File: src/rtl/epc_exception_controller.sv
// Interrupt entry/return sequencer around the EPC register: masks and
// arbitrates level requests, saves the resume PC, vectors to the handler, and returns on ERET.
module epc_exception_controller #(
    parameter int                    NR_IRQ        = 4,
    parameter int                    PC_WIDTH      = 32,
    parameter logic [PC_WIDTH-1:0]   VECTOR_BASE   = 'h0000_0800,
    parameter logic [PC_WIDTH-1:0]   VECTOR_STRIDE = 'h0000_0010
) (
    input  logic                 Clock,
    input  logic                 Reset,
    input  logic                 Tick,
    input  logic [NR_IRQ-1:0]    irq_req,
    input  logic                 mask_wr,
    input  logic [NR_IRQ-1:0]    mask_din,
    input  logic                 eret,
    input  logic [PC_WIDTH-1:0]  cur_pc,
    input  logic [PC_WIDTH-1:0]  epc_q,
    output logic                 epc_we,
    output logic [PC_WIDTH-1:0]  epc_d,
    output logic                 pc_redirect,
    output logic [PC_WIDTH-1:0]  pc_target,
    output logic [NR_IRQ-1:0]    irq_ack,
    output logic [NR_IRQ-1:0]    in_service,
    output logic [NR_IRQ-1:0]    irq_mask,
    output logic                 busy
);

    // state   | meaning
    // IDLE    | waiting for an unmasked request
    // SAVE    | write cur_pc into EPC
    // JUMP    | redirect to handler vector, acknowledge source
    // SERVICE | handler running, wait for ERET
    // RETURN  | redirect to EPC, end service
    typedef enum logic [2:0] {
        IDLE    = 3'd0,
        SAVE    = 3'd1,
        JUMP    = 3'd2,
        SERVICE = 3'd3,
        RETURN  = 3'd4
    } state_t;

    localparam int IDW = (NR_IRQ > 1) ? $clog2(NR_IRQ) : 1;

    state_t             state, state_nxt;
    logic [IDW-1:0]     id, winner;
    logic [NR_IRQ-1:0]  pending;
    logic [NR_IRQ-1:0]  id_onehot;

    assign pending = irq_req & ~irq_mask;

    // Downward scan so the lowest-index pending line wins.
    always_comb begin
        winner = '0;
        for (int i = NR_IRQ - 1; i >= 0; i--) begin
            if (pending[i]) winner = IDW'(i);
        end
    end

    always_comb begin
        id_onehot = '0;
        id_onehot[id] = 1'b1;
    end

    always_ff @(posedge Clock or posedge Reset) begin
        if (Reset) begin
            state      <= IDLE;
            id         <= '0;
            irq_mask   <= '1;
            in_service <= '0;
        end else if (Tick) begin
            state <= state_nxt;
            if (mask_wr) irq_mask <= mask_din;
            if (state == IDLE && pending != '0) id <= winner;
            if (state == JUMP) in_service <= id_onehot;
            else if (state == RETURN) in_service <= '0;
        end
    end

    always_comb begin
        state_nxt   = state;
        epc_we      = 1'b0;
        epc_d       = '0;
        pc_redirect = 1'b0;
        pc_target   = '0;
        irq_ack     = '0;
        case (state)
            IDLE: begin
                if (pending != '0) state_nxt = SAVE;
            end
            SAVE: begin
                epc_we    = Tick;
                epc_d     = cur_pc;
                state_nxt = JUMP;
            end
            JUMP: begin
                pc_redirect = Tick;
                pc_target   = VECTOR_BASE + PC_WIDTH'(id) * VECTOR_STRIDE;
                irq_ack     = Tick ? id_onehot : '0;
                state_nxt   = SERVICE;
            end
            SERVICE: begin
                if (eret) state_nxt = RETURN;
            end
            RETURN: begin
                pc_redirect = Tick;
                pc_target   = epc_q;
                state_nxt   = IDLE;
            end
            default: state_nxt = IDLE;
        endcase
    end

    assign busy = (state != IDLE);

endmodule

File: config.mk
export PLATFORM = sky130hd
export DESIGN_NAME = epc_exception_controller
export DESIGN_NICKNAME = d
export VERILOG_FILES = /design/src/rtl/epc_exception_controller.sv
export SDC_FILE = /design/constraint.sdc
export NUM_CORES = 1
export LEC_CHECK = 0
export BUFFER_PORTS_ARGS = -buffer_cell sky130_fd_sc_hd__buf_2
export CORE_MARGIN = 5
export CORE_UTILIZATION = 31
export CTS_CLUSTER_SIZE = 25
export DETAILED_ROUTE_END_ITERATION = 6
export PLACE_DENSITY = 0.79
export SLEW_MARGIN = 25
export SYNTH_ARGS = -nofsm -noshare
export SYNTH_HDL_FRONTEND = slang
export SYNTH_SLANG_ARGS = --single-unit
File: constraint.sdc
create_clock -name Clock -period 1.99 [get_ports Clock]
set_input_delay 0.398 -clock Clock [delete_from_list [all_inputs] [get_ports Clock]]
set_output_delay 0.398 -clock Clock [all_outputs]
set_load 0.02 [all_outputs]
# After elaboration in Yosys (flattened, before gate mapping)
# Index checks and enable logic that the tools add are counted.
# op_classes
bitwise	2
add_sub_neg	1
muxes	17
eq_ne	6
reduce_logical	11
n_lt_le_gt_ge	2
# op_table
op	count
case mux 32 bit (2 select lines)	1
two-way mux 32 bit	1
two-way mux 4 bit	4
adder 12 x 6 -> 13 bit (first input constant)	1
case mux 3 bit (4 select lines)	1
two-way mux 2 bit	4
== test 3 x 2 -> 1 bit (second input constant)	2
two-way mux 3 bit	2
AND reduction 2 bit	3
AND 4 bit	1
NOT 4 bit	1
nonzero test 4 bit	1
== test 3 x 1 -> 1 bit (second input constant)	1
== test 3 bit (second input constant)	1
logical NOT 3 bit	1
< comparator 2 x 3 -> 1 bit (second input constant)	1
two-way mux 1 bit	3
AND reduction 3 bit	1
nonzero test 3 bit	1
demux 1 bit (select 2 bit)	1
greater-or-equal comparator 2 x 1 -> 1 bit (second input constant)	1
logical AND 1 bit	2
inequality test 2 x 1 -> 1 bit (second input constant)	1
inequality test 2 bit (second input constant)	1
other kinds (2)	2
# totals
out_inout_bits	79
reg_bits	13
elab_cells	43

# Depth between registers and ports, before layout
# Gate-level depths: netlist of the first run.
# logic_depth
ltp_word	6
depth_mapped	5
mapped_depth_nobuf	4

# Worst setup path after synthesis of the first run
# Ideal clock, no wire load.
# synth_timing
kind	register -> output
from	register state[0]
to	output irq_ack[2]
slack_ns	0.286
required_ns	1.592
path_stages_with_launch	4
arrival_time_ns	1.306
path_cell_list	dfrtp_1 nor3b_2 nand2_1 nor3b_2
# synth_via
elab_chain_len	2
# synth_lines
item	line	rtl
start: declaration	44	state_t state, state_nxt;
start signal: assignment	71	state <= state_nxt;
== test 3 x 2 -> 1 bit	86	case (state)
two-way mux 4 bit	86	
end: declaration	22	output logic [NR_IRQ-1:0] irq_ack,
# Every way passes these cells.

# Worst setup path in the final report of the first run
# layout_timing
from	register state[0]
to	output irq_ack[1]
# Same word-level chain as after synthesis.

==> key figures, run 1 <==
Place
  • Placed Cells: around 330
  • Placer congestion estimate: around 0.75
  • DP HPWL: about 3.7 mm
  • Input/output buffers: about 160
  • Placed inst area: slightly below 2000 um^2
  • DP Worst Slack: around 0.26 ns

Clock network
  • Worst-Skew Late Latency: 0.28 ns
  • Clk sinks: 13
  • CTS tree: built
  • Htree depth: 1
  • CTS clk-pin slew, worst paths: about 0.080 ns
  • Clock Tree Root: clkbuf_4
  • TritonCTS Buffers: 3
  • Max Buffers Root-to-Sink: 2
  • Hold-fix buffers at CTS: 0

Critical path
  • Critical Path Max Stage Delay: ~0.5 ns
  • Crit-path slowest cell: dfrtp_2
  • RR Startpoint: state[0]
  • WP data required: around 1.6 ns
  • Worst setup path startpoint: state[0]
  • CP arrival: approximately 1.5 ns
  • Crit-path cells: nor3b_4 > nand2_2 > nor3b_2 > buf_4
  • FF-to-FF setup slack: 0.50 ns
  • Crit path max fanout: 8
  • CP delay by family, top: simple AND/OR/NAND/NOR gates
  • Worst R2R End: in_service[1]
  • CP startpoint kind: flip-flop
  • Worst Setup Path Type: flip-flop to output pin
  • R2R depth: 5
  • Critical Path End Type: output pin
  • Bufs and invs on worst path: 1

Route
  • Via density: around 4.5
  • First-pass DRT Iterations: 4
  • Initial DRC count: 29
  • Antenna Nets Post-Route: 0
  • Vias post-DR: 1520
  • WL final: about 4.7 mm
  • DRC viols: 0
  • Routed wire per std cell: approximately 14 um

Global routing
  • Global-route wire length before repair: 6.624 mm
  • Largest net degree at the start of global routing: 34
  • Vias in the first global route: between 1000 and 1500
  • Tot GR Track Use: approximately 16%
  • Antenna violations before repair: 0
  • Grt total ovfl: 0

Run
  • Max cap viols: 0

Die
  • Chip height: 70 um
  • Initial Util: 32.67%
  • Die Wd: ~70 um
  • Die ar.: about 5000 um^2
  • Area of the core: ~3400 um^2
  • Ports: between 150 and 200
  • Row Count: 21

STA
  • Fin. Hold Viols: 0
  • Max-slew violation count: 0
  • Worst-Margin Slew: 0.4941 ns
  • RSZ-0062 raised after global routing: true
  • Tcrit/Tclk final: 97.01%
  • Setup TNS: 0 ns
  • Slew headroom: about two thirds
  • Finish-stage setup viols: 0
  • Max Freq: 518.0 MHz
  • Fin Hold WS: ~0.13 ns
  • Final worst slack: about 0.059 ns
  • Layout Skew: around 0.0082 ns
  • Tmin final: between 1.5 and 2 ns

Power
  • Gate power share: a little under three quarters
  • Clock Power Share: approximately 7.0%
  • Sequential share of power: a little over a fifth
  • Sw Ratio: 45.48%
  • Power Dens Cells: about 1000 nW/um^2
  • Static leakage: 1.340 nW
  • Internal power: around 1.3 mW
  • Max rail drop VDD: around 0.57 mV
  • Sw Pwr: roughly 1.1 mW

Finish
  • Fraction of layout cells with a size suffix above 1: between 60% and 70%
  • Diode count: 0
  • Layout area overhead: 103.8%
  • Filler cell count: between 300 and 400
  • Non-Filler Instances: between 300 and 400
  • Most frequent cells in the layout: buf_2, and2_1, buf_6
  • Nets@finish: ~370
  • Commonest non-fill, non-tap cell in the layout: buf_2
  • Design Area, Final: between 2000 and 2500 um^2

Yosys
  • Post-Synthesis Cells: around 140
  • Post-synth top area share: ~34%
  • Syn_nets: between 200 and 250
  • Synth Area per Inst: 8.267 um^2
  • Yosys top cell by area: and2_1
  • Seq/Total Area, Yosys: 29.60%
  • Top post-synthesis cells by area: and2_1, dfrtp_1, dfstp_2
  • Register bit count reported by yosys: 13
  • Unique masters post-synth: 29
  • Yosys warnings: 0
  • Post-synthesis cell area: roughly 1100 um^2

Min path
  • Type of the worst min-delay path: input port to async pin

Status
  • Outcome: finished clean
## repair_timing
action	CTS	global route
gates resized for setup	3	73
pin swaps	0	10
buffers inserted	0	3
endpoints found under the setup margin	9	48
gates cloned	0	2
## metal layers
layer / up-vias / part of all wire [%] / routed length [um] / track usage (%)
li1: 756 / - / - / -
met1: 663 / 35 / 1643 / 16.64
met2: 97 / 51 / 2404 / 29.59
met3: 4 / 13 / 601 / 7.747
met4: 0 / 0.60 / 28 / 2.340
met5: - / 0 / 0 / 0
## flip-flops by register name (all words and copies together) (netlist names)
| signal | cells |
|---|---|
| in_service | 4 |
| irq_mask | 4 |
| state | 3 |
| id | 2 |
## synth_stat cells
cell type  count
mux2_2         4
o22ai_1        1
a21o_1         5
nor2_1         3
o41ai_1        1
a21oi_1        4
nor2_4         1
nand2b_1       5
and2_1        61
dfstp_2        4
dfrtp_1        9
nor3_2         2
nand2_1        7
a21boi_1       1
buf_6          1
mux2_4         1
nor3_1         1
o21ai_1        1
nor3b_1        1
nand2_2        1
nor3b_2        3
o21ai_0        1
inv_2          1
or3_4          1
nand3_1        2
clkbuf_1       7
a22o_1         2
nand4_1        1
inv_1          3
## stage by stage
stage | utilization [%] | total power, mW
after detailed placement | 57.58 | 1.798
after global placement | 57.58 | 1.761
after CTS | 58.50 | 1.972
after global routing | 66.59 | 2.465
after floorplan | - | 1.316
final | 66.59 | 2.313
## power groups by stage
stage                     Clock, mW  Combinational [mW]  Sequential (mW)
after floorplan                   0               0.809            0.507
after global placement            0                1.28            0.481
after detailed placement          0                1.30            0.493
after CTS                     0.165                1.31            0.496
after global routing          0.186                1.76            0.520
final                         0.162                1.65            0.505
## cell type report
class,instances,area (um^2),area share (%)
repair buffers,164,1060,46.59
multi-input cells,110,779.5,34.27
inverters,4,17.52,0.7701
flip-flops and latches,13,334.1,14.69
clock buffers,4,26.28,1.155
well taps,46,57.56,2.530
## cell families after synthesis
| kind of cell | share of synthesized area (%) |
|---|---|
| AND/OR/NAND/NOR | 50.67 |
| AO/OA/AOI/OAI | 9.642 |
| flip-flops | 29.60 |
| buffers and inverters | 4.708 |
| multiplexers | 5.380 |
## worst max-delay path by stage
stage,endpoint,cells after the start
after floorplan,irq_ack[2],3
after global placement,irq_ack[2],4
after detailed placement,irq_ack[2],4
after CTS,irq_ack[2],4
after global routing,epc_d[29],6
final,irq_ack[1],4
Power figures use the tool's default switching activity.
==> run 2, diff against run 1 <==
--- a/config.mk
+++ b/config.mk
@@ -5,12 +5,14 @@
 export SDC_FILE = /design/constraint.sdc
 export NUM_CORES = 1
 export LEC_CHECK = 0
+export ABC_AREA = 1
 export BUFFER_PORTS_ARGS = -buffer_cell sky130_fd_sc_hd__buf_2
 export CORE_MARGIN = 5
-export CORE_UTILIZATION = 31
+export CORE_UTILIZATION = 32
 export CTS_CLUSTER_SIZE = 25
 export DETAILED_ROUTE_END_ITERATION = 6
-export PLACE_DENSITY = 0.79
+export GPL_ROUTABILITY_DRIVEN = 0
+export PLACE_DENSITY = 0.77
 export SLEW_MARGIN = 25
 export SYNTH_ARGS = -nofsm -noshare
 export SYNTH_HDL_FRONTEND = slang
==> key figures, run 2 <==
Clock network
  • Worst-Skew Late Latency: around 0.24 ns
  • CTS tree: built
  • TritonCTS Buffers: 3
  • Clk sinks: 13
  • Max Buffers Root-to-Sink: 2
  • CTS clk-pin slew, worst paths: ~0.060 ns
  • Htree depth: 1
  • Clock Tree Root: clkbuf_8

STA
  • Tcrit/Tclk final: ~96%
  • Final worst slack: ~0.085 ns
  • Finish-stage setup viols: 0
  • Max Freq: ~520 MHz
  • Max-slew violation count: 0
  • Worst-Margin Slew: between 0.5 and 0.6 ns
  • Layout Skew: 0.0003555 ns
  • Tmin final: approximately 1.9 ns
  • Fin. Hold Viols: 0
  • Setup TNS: 0 ns
  • RSZ-0062 raised after global routing: false
  • Slew headroom: roughly two thirds

Route
  • Initial DRC count: 35
  • First-pass DRT Iterations: 4
  • DRC viols: 0
  • Via density: roughly 4
  • WL final: approximately 4.5 mm
  • Antenna Nets Post-Route: 0
  • Vias post-DR: between 1500 and 2000
  • Routed wire per std cell: between 10 and 15 um

Finish
  • Nets@finish: 456
  • Design Area, Final: approximately 2100 um^2
  • Commonest non-fill, non-tap cell in the layout: buf_2
  • Filler cell count: 369
  • Layout area overhead: 68.96%
  • Fraction of layout cells with a size suffix above 1: a little under half
  • Reg area: ~330 um^2
  • Most frequent cells in the layout: buf_2, inv_1, nor2_1
  • Non-Filler Instances: about 430
  • Multi-input gate area: roughly 570 um^2
  • Diode count: 0
  • Largest regs: in_service: 4 flops, irq_mask: 4 flops, state: 3 flops

Yosys
  • Unique masters post-synth: 19
  • Synth Area per Inst: roughly 5.5 um^2
  • Top post-synthesis cells by area: inv_1, nor2_1, dfrtp_1
  • Post-synthesis cell area: roughly 1200 um^2
  • Register bit count reported by yosys: 13
  • Post-synth EDFFs: 0
  • Share of synthesized flip-flops with an asynchronous set or reset: 100.0%
  • Most instantiated cells after synthesis: inv_1, nor2_1, nand2_1
  • Syn_nets: between 300 and 400
  • Post-Synthesis Cells: about 220
  • Post-synth top area share: a little under a quarter
  • Yosys top cell by area: inv_1
  • Yosys warnings: 0
  • Top FF cell, synth: dfrtp_1
  • Seq/Total Area, Yosys: 26.69%
  • Top-count cell post-synth: inv_1

Place
  • Placed inst area: 2041 um^2
  • DP HPWL: ~4 mm
  • DP Worst Slack: around 0.33 ns
  • Input/output buffers: 155
  • Placed Cells: approximately 420

Critical path
  • Worst setup path startpoint: state[2]
  • Worst R2R End: state[1]
  • CP startpoint kind: flip-flop
  • FF-to-FF setup slack: just over 0.7 ns
  • WP data required: between 1.5 and 2 ns
  • Critical Path Max Stage Delay: 0.47 ns
  • RR Startpoint: state[1]
  • Worst Setup Path Type: flip-flop to output pin
  • CP arrival: roughly 1.5 ns
  • Crit path max fanout: 34
  • Critical Path End Type: output pin
  • Crit-path slowest cell: dfrtp_2
  • Critical Path Sink: epc_d[27]
  • Crit-path cells: nand3b_2 > buf_4 > nor2_1 > buf_2
  • R2R depth: 6

Die
  • Die Wd: around 72 um
  • Area of the core: between 3000 and 4000 um^2
  • Chip height: about 72 um
  • Ports: ~160
  • Die ar.: 5211 um^2
  • Initial Util: roughly a third
  • Row Count: 22

Power
  • Static leakage: approximately 1.6 nW
  • Max rail drop VDD: a little under 0.6 mV
  • Pwr Total: roughly 2.4 mW
  • Power Dens Cells: about 1100 nW/um^2

Global routing
  • Antenna violations before repair: 0
  • Tot GR Track Use: approximately 16%
  • Global-route wire length before repair: slightly below 7 mm
  • Vias in the first global route: roughly 1500
  • Grt total ovfl: 0
  • Largest net degree at the start of global routing: 35

Run
  • Max cap viols: 0

Status
  • Outcome: finished clean

Min path
  • Type of the worst min-delay path: input port to async pin
-- run 2: changes by cell type after synthesis, sizes merged, moves of 4 or more --
cell / change
nand2b: -5
nor2: +71
nand3: +9
buf: +5
nand2: +19
clkbuf: -6
mux2: -5
a21o: -5
and2: -61
nor3b: -4
inv: +72
-- run 2: how the worst min path moves through the flow --
| stage | from | end | slack (ns) | cells past startpoint |
|---|---|---|---|---|
| final | Reset | in_service[3] | 0.18 | 2 |
| after global routing | Reset | id[0] | 0.22 | 2 |
| after CTS | Reset | in_service[3] | 0.19 | 2 |
| after detailed placement | Reset | in_service[2] | 0.46 | 2 |
| after global placement | Reset | in_service[2] | 0.45 | 2 |
| after floorplan | Reset | id[0] | 0.27 | 1 |
-- run 2: repair_timing --
action,4_1_cts,5_1_grt
setup endpoints to repair,0,11
buffers inserted,0,0
hold buffers,0,0
resized for setup,0,3
-- run 2: cell type report --
cell class / instances / share of cell area [%]
Clock buffer: 3 / 1.975
Sequential cell: 13 / 15.98
Clock inverter: 1 / 0.2394
Inverter: 76 / 13.64
Timing Repair Buffer: 157 / 37.82
Multi-Input combinational cell: 128 / 27.47
Tap cell: 48 / 2.873
-- run 2: per-layer routing --
layer / global-route usage, % / part of all wire (%)
met1: 17.13 / 36
met4: 3.132 / 0.44
met2: 29.63 / 51
met5: 0 / 0
met3: 5.263 / 12
-- run 2: kinds of logic after synthesis --
logic type	after synthesis	synth area share, %
and+or+nand+nor	114	38.32
buffers and inverters	83	26.90
AOI/OAI and AO/OA	14	8.089
DFF	13	26.69
-- run 2: stage by stage --
step                hold slack (ns)  util, %
finish                       0.1782    56.26
floorplan                    0.2721        -
global route                 0.2242    56.26
detailed placement           0.4570    54.92
global placement             0.4472    54.92
CTS                          0.1916    56.16
-- run 2: report_power, final --
part	switching (mW)	internal, mW
sequential	0.110	0.371
clock	0.0994	0.138
combinational	1.13	0.536
-- run 2: critical path, delay by kind of cell, from the launching register on --
| kind | cells | cell delay [ns] |
|---|---|---|
| simple gates | 2 | 0.37 |
| flops | 1 | 0.47 |
| buf+inv | 2 | 0.42 |
